## config.mk

```make
export PLATFORM = sky130hd
export DESIGN_NAME = tilemap_scanner
export DESIGN_NICKNAME = d
export VERILOG_FILES = /design/src/rtl/tile_pkg.sv /design/src/rtl/tile_index_counter.sv /design/src/rtl/tilemap_scanner.sv
export SDC_FILE = /design/constraint.sdc
export NUM_CORES = 1
export LEC_CHECK = 0
export CELL_PAD_IN_SITES_DETAIL_PLACEMENT = 0
export CELL_PAD_IN_SITES_GLOBAL_PLACEMENT = 1
export CORE_AREA = 3 3 83 93
export DETAILED_ROUTE_END_ITERATION = 8
export DIE_AREA = 0 0 86 96
export PLACE_DENSITY_LB_ADDON = 0.08
export SYNTH_ARGS = -nofsm -noshare
export SYNTH_HDL_FRONTEND = slang
export SYNTH_SLANG_ARGS = --single-unit
```

## constraint.sdc

```tcl
create_clock -name clk -period 2.6 [get_ports clk]
set_clock_uncertainty 0.05 [all_clocks]
set_input_delay 0.39 -clock clk [delete_from_list [all_inputs] [get_ports clk]]
set_output_delay 0.39 -clock clk [all_outputs]
set_load 0.05 [all_outputs]
```

## src/rtl/tile_pkg.sv

```systemverilog
`default_nettype none
// ============================================================================
// Module      : tile_pkg
// Description : Shared constants for the tile map scanner. Holds the tile
//               geometry, the screen/map dimensions and the scanner FSM state
//               encoding.
// Revision    : 1.0 - initial release
// ============================================================================
package tile_pkg;

    localparam int TILE_PX       = 8;                  // tile edge in pixels
    localparam int TILE_PX_SHIFT = $clog2(TILE_PX);    // cell -> pixel shift
    localparam int TILE_SHIFT    = 6;                  // log2(words per tile)
    localparam int SCREEN_W      = 160;
    localparam int SCREEN_H      = 120;
    localparam int MAP_W         = SCREEN_W / TILE_PX; // 20 tiles per row
    localparam int MAP_H         = SCREEN_H / TILE_PX; // 15 tile rows

    localparam int STATE_W = 3;
    localparam logic [STATE_W-1:0] S_IDLE      = 3'd0;
    localparam logic [STATE_W-1:0] S_FETCH     = 3'd1;
    localparam logic [STATE_W-1:0] S_WAIT_MAP  = 3'd2;
    localparam logic [STATE_W-1:0] S_ISSUE     = 3'd3;
    localparam logic [STATE_W-1:0] S_WAIT_DONE = 3'd4;
    localparam logic [STATE_W-1:0] S_ADVANCE   = 3'd5;
    localparam logic [STATE_W-1:0] S_FINISH    = 3'd6;

endpackage
`default_nettype wire

```

## src/rtl/tile_index_counter.sv

```systemverilog
`default_nettype none
// ============================================================================
// Module      : tile_index_counter
// Description : Row-major cell walker for the tile map. Keeps column, row and
//               the linear map index in step so no multiplier is needed.
// Ports       : clk, reset  - clock, synchronous active-high reset
//               clear       - restart from cell 0
//               advance     - step to the next cell
//               col, row    - current cell coordinates
//               index       - row*MAP_W + col
//               last        - current cell is the final cell of the map
// Revision    : 1.0 - initial release
// ============================================================================
module tile_index_counter #(
    parameter int MAP_W  = 20,
    parameter int MAP_H  = 15,
    parameter int MAP_AW = 9
) (
    input  logic              clk,
    input  logic              reset,
    input  logic              clear,
    input  logic              advance,
    output logic [7:0]        col,
    output logic [7:0]        row,
    output logic [MAP_AW-1:0] index,
    output logic              last
);
    import tile_pkg::*;

    localparam logic [7:0] c_COL_MAX = 8'(MAP_W - 1);
    localparam logic [7:0] c_ROW_MAX = 8'(MAP_H - 1);

    logic [7:0]        r_col;
    logic [7:0]        r_row;
    logic [MAP_AW-1:0] r_index;

    always_ff @(posedge clk) begin
        if (reset || clear) begin
            r_col   <= '0;
            r_row   <= '0;
            r_index <= '0;
        end else if (advance) begin
            r_index <= r_index + 1'b1;
            if (r_col == c_COL_MAX) begin
                r_col <= '0;
                r_row <= r_row + 1'b1;
            end else begin
                r_col <= r_col + 1'b1;
            end
        end
    end

    assign col   = r_col;
    assign row   = r_row;
    assign index = r_index;
    assign last  = (r_col == c_COL_MAX) && (r_row == c_ROW_MAX);

endmodule
`default_nettype wire

```

## src/rtl/tilemap_scanner.sv

```systemverilog
`default_nettype none
// ============================================================================
// Module      : tilemap_scanner
// Description : Walks a MAP_W x MAP_H tile map in row-major order, reads one
//               tile index per cell and issues a draw request (ROM base
//               address plus screen x/y) to tile_drawer, waiting for its done
//               before moving on. Pulses frame_done after the last tile.
// Ports       : clk, reset           - clock, synchronous active-high reset
//               start                - begin a frame scan when idle
//               map_address/map_data - map memory read (1-cycle latency)
//               tile_address, x_out, y_out, draw - request to tile_drawer
//               drawer_done          - drawer completion pulse
//               busy, frame_done     - scan status
// Options     : TILEMAP_SKIP_EMPTY_EN - when defined, cells holding index 0
//               are not drawn and are left as background.
// Revision    : 1.0 - initial release
// ============================================================================
module tilemap_scanner #(
    parameter int          MAP_W      = tile_pkg::MAP_W,
    parameter int          MAP_H      = tile_pkg::MAP_H,
    parameter int          MAP_AW     = 9,
    parameter logic [15:0] TILE_BASE  = 16'h0000,
    parameter int          TILE_SHIFT = tile_pkg::TILE_SHIFT
) (
    input  logic              clk,
    input  logic              reset,
    input  logic              start,
    output logic [MAP_AW-1:0] map_address,
    input  logic [7:0]        map_data,
    output logic [15:0]       tile_address,
    output logic [7:0]        x_out,
    output logic [7:0]        y_out,
    output logic              draw,
    input  logic              drawer_done,
    output logic              busy,
    output logic              frame_done
);
    import tile_pkg::*;

    logic [STATE_W-1:0] r_state;

    logic [7:0]        w_col;
    logic [7:0]        w_row;
    logic [MAP_AW-1:0] w_index;
    logic              w_last;
    logic              w_clear;
    logic              w_advance;
    logic              w_skip;
    logic [15:0]       w_tile_offset;
    logic [15:0]       w_tile_address;

    assign w_clear   = (r_state == S_IDLE) && start;
    assign w_advance = (r_state == S_ADVANCE) && !w_last;

    tile_index_counter #(
        .MAP_W  (MAP_W),
        .MAP_H  (MAP_H),
        .MAP_AW (MAP_AW)
    ) u_index (
        .clk     (clk),
        .reset   (reset),
        .clear   (w_clear),
        .advance (w_advance),
        .col     (w_col),
        .row     (w_row),
        .index   (w_index),
        .last    (w_last)
    );

    // 16-bit arithmetic; large indices simply wrap.
    assign w_tile_offset  = {8'd0, map_data} << TILE_SHIFT;
    assign w_tile_address = TILE_BASE + w_tile_offset;

`ifdef TILEMAP_SKIP_EMPTY_EN
    assign w_skip = (map_data == 8'h00);
`else
    assign w_skip = 1'b0;
`endif

    always_ff @(posedge clk) begin
        if (reset) begin
            r_state      <= S_IDLE;
            map_address  <= '0;
            tile_address <= '0;
            x_out        <= '0;
            y_out        <= '0;
            draw         <= 1'b0;
            busy         <= 1'b0;
            frame_done   <= 1'b0;
        end else begin
            draw       <= 1'b0;
            frame_done <= 1'b0;
            case (r_state)
                S_IDLE: begin
                    if (start) begin
                        busy    <= 1'b1;
                        r_state <= S_FETCH;
                    end
                end
                S_FETCH: begin
                    map_address <= w_index;
                    r_state     <= S_WAIT_MAP;
                end
                S_WAIT_MAP: begin
                    r_state <= S_ISSUE;
                end
                S_ISSUE: begin
                    if (w_skip) begin
                        r_state <= S_ADVANCE;
                    end else begin
                        tile_address <= w_tile_address;
                        x_out        <= w_col << TILE_PX_SHIFT;
                        y_out        <= w_row << TILE_PX_SHIFT;
                        draw         <= 1'b1;
                        r_state      <= S_WAIT_DONE;
                    end
                end
                S_WAIT_DONE: begin
                    // A done coincident with our own draw cycle cannot belong
                    // to this tile, so it is discarded.
                    if (drawer_done && !draw) begin
                        r_state <= S_ADVANCE;
                    end
                end
                S_ADVANCE: begin
                    r_state <= w_last ? S_FINISH : S_FETCH;
                end
                S_FINISH: begin
                    frame_done <= 1'b1;
                    busy       <= 1'b0;
                    r_state    <= S_IDLE;
                end
                default: begin
                    r_state <= S_IDLE;
                end
            endcase
        end
    end

endmodule
`default_nettype wire

```

==> flow_summary.toml, run 1 <==
[critical_path]
slowest_delay_ns = 0.42
crit_buf_inv = 1
crit_arrival_ns = 2.33
crit_fanout = 7
crit_type = "flop to flop"
cp-start-kind = "flop"
crit_slowest_cell = "dfxtp_1"
crit_chain = "ha_1, nor2b_1, nand4_1, buf_4, nor3_2, nand2b_1, nor2_1"
crit_path_end_kind = "flop"
required_ns = 2.77
crit_family = "simple AND/OR/NAND/NOR gates"

[cells_and_area]
syn_to_final_growth_pct = 25.4
seq_area_mm2 = 0.00116
nets = 357
n_antenna_cell = 0
drive_above_1_share_pct = 7.23
fillCellCount = 708
multi_input_area_mm2 = 0.00121

[sta]
hold_viol_final = 0
grt_setup_unrepaired = "false"
clock.fmax_ghz = 0.463
min_period_ns = 2.16
tns_ns = 0
worst_slack_ns = 0.438
tightest_slew_ns = 0.736
setup_viol = 0
layout_worst_path_cycle_share_pct = 83.2
drv_slew = 0
slew_headroom_pct = 50.8

[flow_run]
drv_cap = 0

[logic_synthesis]
yosysTopAreaCell = "dfxtp_1"
yosys_register_bits = 58
synth_compound_area_share_pct = 9.67
synth_area_mm2 = 0.00252
ys.flop_type = "dfxtp_1"
synthSimpleGateAreaFrac_pct = 24.3
yosysWarnings = 0
synth_area_per_cell_um2 = 8.36
synth_top_family_by_area = "simple AND/OR/NAND/NOR gates"
async_flop_share_pct = 0
ys_types = 37
synthMostInstantiatedCell = "dfxtp_1"
synth_top_area_share_pct = 46.0
synthTopCellsByArea = "dfxtp_1 46%, nand2_1 7.1%, a21oi_1 6.1%"
synth_edf_count = 0
synth-xor-area-share_pct = 6.25
seq_area_frac_synth_pct = 46.0
yosys.area_share.adder_pct = 1.98
muxShareOfSynthArea_pct = 3.57
yosys-top-cells-count = "58 x dfxtp_1, 48 x nand2_1, 35 x nor2_1"
synthCells = 302

[cts]
clk_pin_slew_worst_paths_ns = 0.07
cts_tree = "built"
clock-sinks = 58
hold_buffers = 0
clock_latency_ns = 0.34
h-tree-depth = 3
cts_resized = 0
cts.path.max_buffers = 2
cts_buffers = 9
cts-root-buf = "clkbuf_8"
postCtsSetupRepairBufs = 0

[global_route]
antenna_found_initial = 0
grt_pass1_vias = 1887
grt_max_degree = 28
grt_pass1_wl_mm = 9.40
overflow = 0
grt_use_total_pct = 14.5

[route]
drt-initial-drc-count = 90
ant_nets = 0
routed_via_density = 4.77
wl_per_cell_um = 13.0
num_vias = 2054
wl_mm = 5.61
drc = 0
firstDrtPassIters = 4

[floorplan]
die_h_um = 96
start_util_pct = 36.4
die_w_um = 86
core_area_mm2 = 0.00693
num_rows = 32
dieArea_mm2 = 0.00826
num_io_pins = 56

[power]
leakagePower_nw = 1.09
ir_drop_uv = 293
power_density_mw_per_mm2 = 667

[run_status]
status = "complete, no violations"

[placed_design]
gp_congestion = 0.768
io_buffers = 41
dpl.hpwl_mm = 3.89
pre_cts_slack_ns = 0.438

[hold_path]
hold_path_class = "flop to flop"
-- path summary, 6_finish.rpt --
kind / startpoint / endpoint / slack (ns) / cells after the start
setup reg to reg: u_index.col[0]$_SDFFE_PP0P_ / u_index.col[3]$_SDFFE_PP0P_ / 0.44 / 7
hold reg to reg: tile_address[12]$_SDFFE_PP0P_ / tile_address[12]$_SDFFE_PP0P_ / 0.40 / 2
setup / recovery: u_index.col[0]$_SDFFE_PP0P_ / u_index.col[3]$_SDFFE_PP0P_ / 0.44 / 7
hold / removal: tile_address[12]$_SDFFE_PP0P_ / tile_address[12]$_SDFFE_PP0P_ / 0.40 / 2
-- final cells by class --
class                   instances  share of cell area [%]
multi-input cells             220                    38.2
flip-flops and latches         58                    36.7
repair buffers                 46                    14.2
clock buffers                  11                    4.47
well taps                      85                    3.36
clock inverters                 5                    2.45
inverters                       6                   0.712
-- metrics by stage --
step / hold WS [ns] / total power (W) / cell area [µm²] / cells / utilization, %
2_1_floorplan: 0.403 / 0.00115 / 2570 / 315 / -
3_3_place_gp: 0.392 / 0.00121 / 2950 / 415 / 42.5
3_5_place_dp: 0.395 / 0.00120 / 2950 / 415 / 42.5
4_1_cts: 0.406 / 0.00214 / 3160 / 431 / 45.7
5_1_grt: 0.423 / 0.00220 / 3160 / 431 / 45.7
6_report: 0.402 / 0.00211 / 3160 / 431 / 45.7
-- sequential cells by signal, summed over array words and instances (netlist names) --
register       cells
busy               1
draw               1
u_index.row        8
r_state            3
frame_done         1
u_index.col        8
x_out              5
map_address        9
u_index.index      9
tile_address       8
y_out              5
-- worst register-to-register path, stage by stage, from the launching register on --
cell	delay, ns
dfxtp_1	0.42
ha_1	0.24
nor2b_1	0.17
nand4_1	0.30
buf_4	0.28
nor3_2	0.27
nand2b_1	0.25
nor2_1	0.07
-- power breakdown --
group	leakage [nW]	switching [W]	internal, W
Clock	0.109	0.000365	0.000563
Combinational	0.512	0.000176	0.0000768
Sequential	0.468	0.0000231	0.000906
Total	1.09	0.000564	0.00155
-- cells by family (layout without fill, tap and decap cells) --
family,count (synthesis),after routing
other,1,14
AND/OR/NAND/NOR,129,129
multiplexers,9,9
buffers and inverters,37,68
flip-flops,58,58
XOR/XNOR,18,18
adder cells (fa/ha/maj),4,4
AO/OA/AOI/OAI,46,46
-- layer usage --
metal	global-route usage [%]	wire [µm]	vias to the layer above
met2	22.5	2470	48
met5	0	0	-
li1	-	-	1070
met4	5.94	89	0
met1	17.9	2690	928
met3	5.57	366	8
-- layout by cell type (no fill, tap or decap) --
master,count
and2_1,1
or3_1,2
bufinv_16,2
clkbuf_8,10
o211ai_1,1
clkinvlp_4,1
buf_4,5
and3b_1,1
and3_1,2
a31oi_1,2
nand3_1,7
nor4_1,1
nor3_2,2
a31o_2,1
dfxtp_1,58
xnor2_1,11
clkdlybuf4s50_1,41
o22ai_1,1
xor2_1,7
or4_1,2
nand4_1,11
nor2_1,35
a21oi_1,31
inv_1,6
conb_1,14
clkinv_2,2
o21ai_1,1
o21ai_0,8
ha_1,4
mux2i_1,9
nand3b_1,2
nand2b_1,2
and4_1,2
nor2b_1,1
clkbuf_1,1
nor3_1,8
nand2_1,48
nor4_2,2
a32oi_1,1
(Power assumes the default switching activity.)
==> run 2, diff against run 1 <==
clock period = 2.1 ns   (was 2.6 ns; I/O delays follow)
==> flow_summary.toml, run 2 (synthesized netlist as in run 1, its figures left out) <==
[cts]
cts_tree = "built"
hold_buffers = 0
cts_buffers = 9
h-tree-depth = 3
clock_latency_ns = 0.34
clock-sinks = 58
cts-root-buf = "clkbuf_8"
clk_pin_slew_worst_paths_ns = 0.06
cts.path.max_buffers = 2

[power]
power_frac_clock_pct = 44.9
swShare_pct = 25.9
power_density_mw_per_mm2 = 827
netSwitchingPower_w = 0.000698
p_comb_share_pct = 12.6
p_int_w = 0.00199
power_frac_seq_pct = 42.5
power_w = 0.00269
ir_drop_uv = 392
leakagePower_nw = 1.14

[route]
firstDrtPassIters = 4
ant_nets = 0
drc = 0
num_vias = 2104
wl_per_cell_um = 12.8
wl_mm = 5.61
drt-initial-drc-count = 120
routed_via_density = 4.78

[global_route]
overflow = 0
grt_pass1_wl_mm = 9.36
grt_max_degree = 31
antenna_found_initial = 0
grt_use_total_pct = 14.5
gr-usage-met3_pct = 4.62
grt_pass1_vias = 1903
grtUsageMet2_pct = 21.7
use_met1_pct = 19.1
grt-busiest-layer = "met2"

[sta]
hold_viol_final = 0
tightest_slew_ns = 0.505
layout_worst_path_cycle_share_pct = 90.5
clock.fmax_ghz = 0.526
setup_viol = 0
drv_slew = 0
slew_headroom_pct = 66.3
tns_ns = 0
min_period_ns = 1.90
grt_setup_unrepaired = "false"

[floorplan]
core_area_mm2 = 0.00693
num_rows = 32
die_h_um = 96
num_io_pins = 56
start_util_pct = 36.4
die_w_um = 86
dieArea_mm2 = 0.00826

[cells_and_area]
final_common_cell = "dfxtp_1"
final_util_pct = 47.0
n_antenna_cell = 0
multi_input_area_mm2 = 0.00121
seq_area_mm2 = 0.00116
fillCellCount = 689
drive_above_1_share_pct = 9.86
final_cell_mix = "58 x dfxtp_1, 48 x nand2_1, 41 x clkdlybuf4s50_1"
syn_to_final_growth_pct = 29.1
nets = 366

[critical_path]
crit_type = "flop to flop"
reg2reg_slack_ns = 0.20
crit_chain = "ha_1, nor2b_1, nand4_1, buf_4, or4_1, a21oi_1"
slowest_delay_ns = 0.47
reg2reg_depth = 6
crit_fanout = 11
crit_arrival_ns = 2.12
cp-start-kind = "flop"
crit_path_end_kind = "flop"
reg2reg_from = "u_index.col[1]$_SDFFE_PP0P_"
crit_slowest_cell = "or4_1"
r2r-end = "r_state[1]$_SDFFE_PP0P_"
required_ns = 2.32

[placed_design]
io_buffers = 41
dpl.hpwl_mm = 3.90
gp_congestion = 0.787

[flow_run]
drv_cap = 0

[hold_path]
hold_end = "tile_address[7]$_SDFFE_PP0P_"
hold_path_class = "flop to flop"
min_from = "tile_address[7]$_SDFFE_PP0P_"
hold_depth = 2

[run_status]
status = "complete, no violations"
-- run 2: changes by cell type in the layout (fill, tap and decap cells not counted) --
cell      previous run  this run
clkbuf_8            10        12
clkbuf_1             1         0
nor3_4               0         1
nor3_2               2         1
clkinv_2             2         1
buf_4                5        14
-- run 2: per-stage QoR --
step / worst slack [ns] / instances / cell area [µm²] / hold WS [ns]
after floorplan: 0.318 / 315 / 2570 / 0.401
after global placement: 0.278 / 424 / 3010 / 0.392
after detailed placement: 0.199 / 424 / 3010 / 0.395
after CTS: 0.184 / 440 / 3250 / 0.405
after global routing: 0.0347 / 440 / 3260 / 0.432
final: 0.200 / 440 / 3260 / 0.403
-- run 2: timing repair --
item	CTS	global route
endpoints found under the setup margin	0	1
setup buffers	0	0
resized for setup	0	1
-- run 2: metal layers --
layer | vias up | routed length, µm | part of all wire [%]
met5 | - | 0 | 0
met4 | 0 | 66 | 1.2
met3 | 7 | 300 | 5.3
met2 | 47 | 2470 | 44
met1 | 961 | 2780 | 50
li1 | 1089 | - | -
-- run 2: power by group through the flow --
stage	clock network [W]	registers [W]	logic, W
2_1_floorplan	0	0.00120	0.000232
3_3_place_gp	0	0.00117	0.000342
3_5_place_dp	0	0.00117	0.000340
4_1_cts	0.00125	0.00114	0.000341
5_1_grt	0.00129	0.00115	0.000366
6_report	0.00121	0.00114	0.000339
-- run 2: worst max-delay path by stage --
| stage | from | endpoint | slack (ns) |
|---|---|---|---|
| 3_5_place_dp | u_index.col[1]$_SDFFE_PP0P_ | u_index.col[5]$_SDFFE_PP0P_ | 0.20 |
| 6_report | u_index.col[1]$_SDFFE_PP0P_ | r_state[1]$_SDFFE_PP0P_ | 0.20 |
| 2_1_floorplan | u_index.col[0]$_SDFFE_PP0P_ | r_state[1]$_SDFFE_PP0P_ | 0.32 |
| 5_1_grt | u_index.row[4]$_SDFFE_PP0P_ | u_index.index[8]$_SDFFE_PP0P_ | 0.03 |
| 3_3_place_gp | u_index.col[1]$_SDFFE_PP0P_ | u_index.col[4]$_SDFFE_PP0P_ | 0.28 |
| 4_1_cts | u_index.col[1]$_SDFFE_PP0P_ | u_index.col[3]$_SDFFE_PP0P_ | 0.18 |
-- run 2: layout make-up --
type                            instances  share of cell area [%]
Clock inverter                          4                    2.23
Inverter                                6                   0.692
Timing Repair Buffer                   55                    15.8
Multi-Input combinational cell        220                    37.3
Sequential cell                        58                    35.7
Clock buffer                           12                    5.07
Tap cell                               85                    3.27
-- run 2: worst max-delay path: cells and delay by family (launching register included) --
| family | cells | cell delay, ns |
|---|---|---|
| and+or+nand+nor | 3 | 0.78 |
| DFF | 1 | 0.40 |
| adders and majority gates | 1 | 0.24 |
| buffers and inverters | 1 | 0.22 |
| AOI/OAI and AO/OA | 1 | 0.15 |
==> run 3, diff against run 2 <==
GPL_TIMING_DRIVEN = 0   (was not set)
SETUP_SLACK_MARGIN = 0.02   (was not set)
==> flow_summary.toml, run 3 (synthesized netlist as in run 1, its figures left out) <==
[run_status]
status = "complete, no violations"

[critical_path]
crit_type = "flop to flop"
cp-endpoint = "r_state[1]$_SDFFE_PP0P_"
crit_arrival_ns = 2.17
crit_fanout = 10
required_ns = 2.32
cp-start-kind = "flop"
r2r-end = "r_state[1]$_SDFFE_PP0P_"
critPathLaunch = "u_index.col[0]$_SDFFE_PP0P_"
reg2reg_from = "u_index.col[0]$_SDFFE_PP0P_"
reg2reg_depth = 6
crit_path_end_kind = "flop"
reg2reg_slack_ns = 0.15

[sta]
slew_headroom_pct = 58.0
hold_viol_final = 0
worst_slack_ns = 0.152
clock.fmax_ghz = 0.513
setup_viol = 0
tightest_slew_ns = 0.627
layout_worst_path_cycle_share_pct = 92.7
drv_slew = 0
grt_setup_unrepaired = "false"
min_period_ns = 1.95

[cells_and_area]
multi_input_area_mm2 = 0.00122
n_antenna_cell = 0
nets = 383
drive_above_1_share_pct = 13.4
fillCellCount = 727
final_common_cell = "dfxtp_1"
syn_to_final_growth_pct = 30.3
final_cell_mix = "56 x dfxtp_1, 48 x nand2_1, 40 x clkdlybuf4s50_1"
seq_area_mm2 = 0.00116
stdcell_area_mm2 = 0.00329

[power]
power_density_mw_per_mm2 = 758
ir_drop_uv = 460
leakagePower_nw = 1.18

[placed_design]
dpl_cell_area_mm2 = 0.00308
gp_congestion = 0.733
dpl.hpwl_mm = 4.05
io_buffers = 40
pre_cts_slack_ns = 0.0129

[global_route]
overflow = 0
antenna_found_initial = 0
grt_pass1_wl_mm = 9.69
grt_use_total_pct = 15.0
grt_max_degree = 11
grt_pass1_vias = 2020

[floorplan]
die_w_um = 86
start_util_pct = 36.4
num_io_pins = 56
core_area_mm2 = 0.00693
die_h_um = 96
num_rows = 32
dieArea_mm2 = 0.00826

[route]
num_vias = 2130
wl_mm = 5.82
drc = 0
firstDrtPassIters = 4
ant_nets = 0
wl_per_cell_um = 12.7
routed_via_density = 4.66
drt-initial-drc-count = 104

[cts]
clock_latency_ns = 0.34
cts_tree = "built"
h-tree-depth = 3
clk_pin_slew_worst_paths_ns = 0.07
cts-root-buf = "clkbuf_8"
hold_buffers = 0
cts.path.max_buffers = 2
clock-sinks = 58
cts_buffers = 9

[flow_run]
drv_cap = 0

[hold_path]
hold_path_class = "input port to flop"
==> run 3: cell types whose count changed in the layout (fill, tap and decap cells not counted), moves of 3 or more <==
cell / change
clkbuf_1: +6
clkinv_2: +3
buf_2: +7
clkbuf_8: -3
==> run 3: worst min-delay path by stage <==
stage	startpoint	to	slack [ns]	cells past startpoint
2_1_floorplan	map_data[4]	tile_address[10]$_SDFFE_PP0P_	0.40	2
3_3_place_gp	tile_address[11]$_SDFFE_PP0P_	tile_address[11]$_SDFFE_PP0P_	0.39	2
3_5_place_dp	x_out[4]$_SDFFE_PP0P_	x_out[4]$_SDFFE_PP0P_	0.40	2
4_1_cts	reset	frame_done$_SDFF_PP0_	0.29	2
5_1_grt	reset	frame_done$_SDFF_PP0_	0.32	2
6_report	reset	frame_done$_SDFF_PP0_	0.29	2
==> run 3: metrics by stage <==
step | setup TNS, ns | instances | total power (W) | util [%] | hold WS [ns]
after floorplan | 0 | 315 | 0.00143 | - | 0.401
after global placement | 0 | 440 | 0.00152 | 44.5 | 0.392
after detailed placement | 0 | 440 | 0.00152 | 44.5 | 0.397
after CTS | -0.00127 | 456 | 0.00252 | 47.1 | 0.286
after global routing | 0 | 457 | 0.00261 | 47.5 | 0.320
final | 0 | 457 | 0.00249 | 47.5 | 0.290
==> run 3: per-layer routing <==
layer  track usage [%]  vias up  share of wire, %
li1                  -     1120                 -
met1              19.6      953                49
met2              23.0       50                44
met3              4.97        7               5.7
met4              5.54        0               1.3
met5                 0        -                 0
==> run 3: layout make-up <==
cell class	count	area share [%]
plain buffers	31	5.67
multi-input cells	220	37.0
clock buffers	10	3.88
flip-flops and latches	58	35.4
repair buffers	41	12.4
inverters	6	0.685
clock inverters	6	1.75
well taps	85	3.23
==> run 3: power by group <==
| group | switching [W] | internal, W |
|---|---|---|
| Combinational | 0.000246 | 0.000118 |
| Sequential | 0.00000944 | 0.00112 |
| Clock | 0.000456 | 0.000539 |
| Total | 0.000712 | 0.00178 |
==> run 3: worst max-delay path, stage by stage, from the launching register on <==
cell,delay (ns)
dfxtp_2,0.39
ha_2,0.22
nor2b_1,0.17
nand4_1,0.19
buf_4,0.24
or4_1,0.48
a21oi_1,0.14
==> run 3: timing repair <==
item,4_1_cts,5_1_grt
endpoints found under the setup margin,1,20
resized for setup,0,8
pin swaps,0,1
setup buffers,0,1
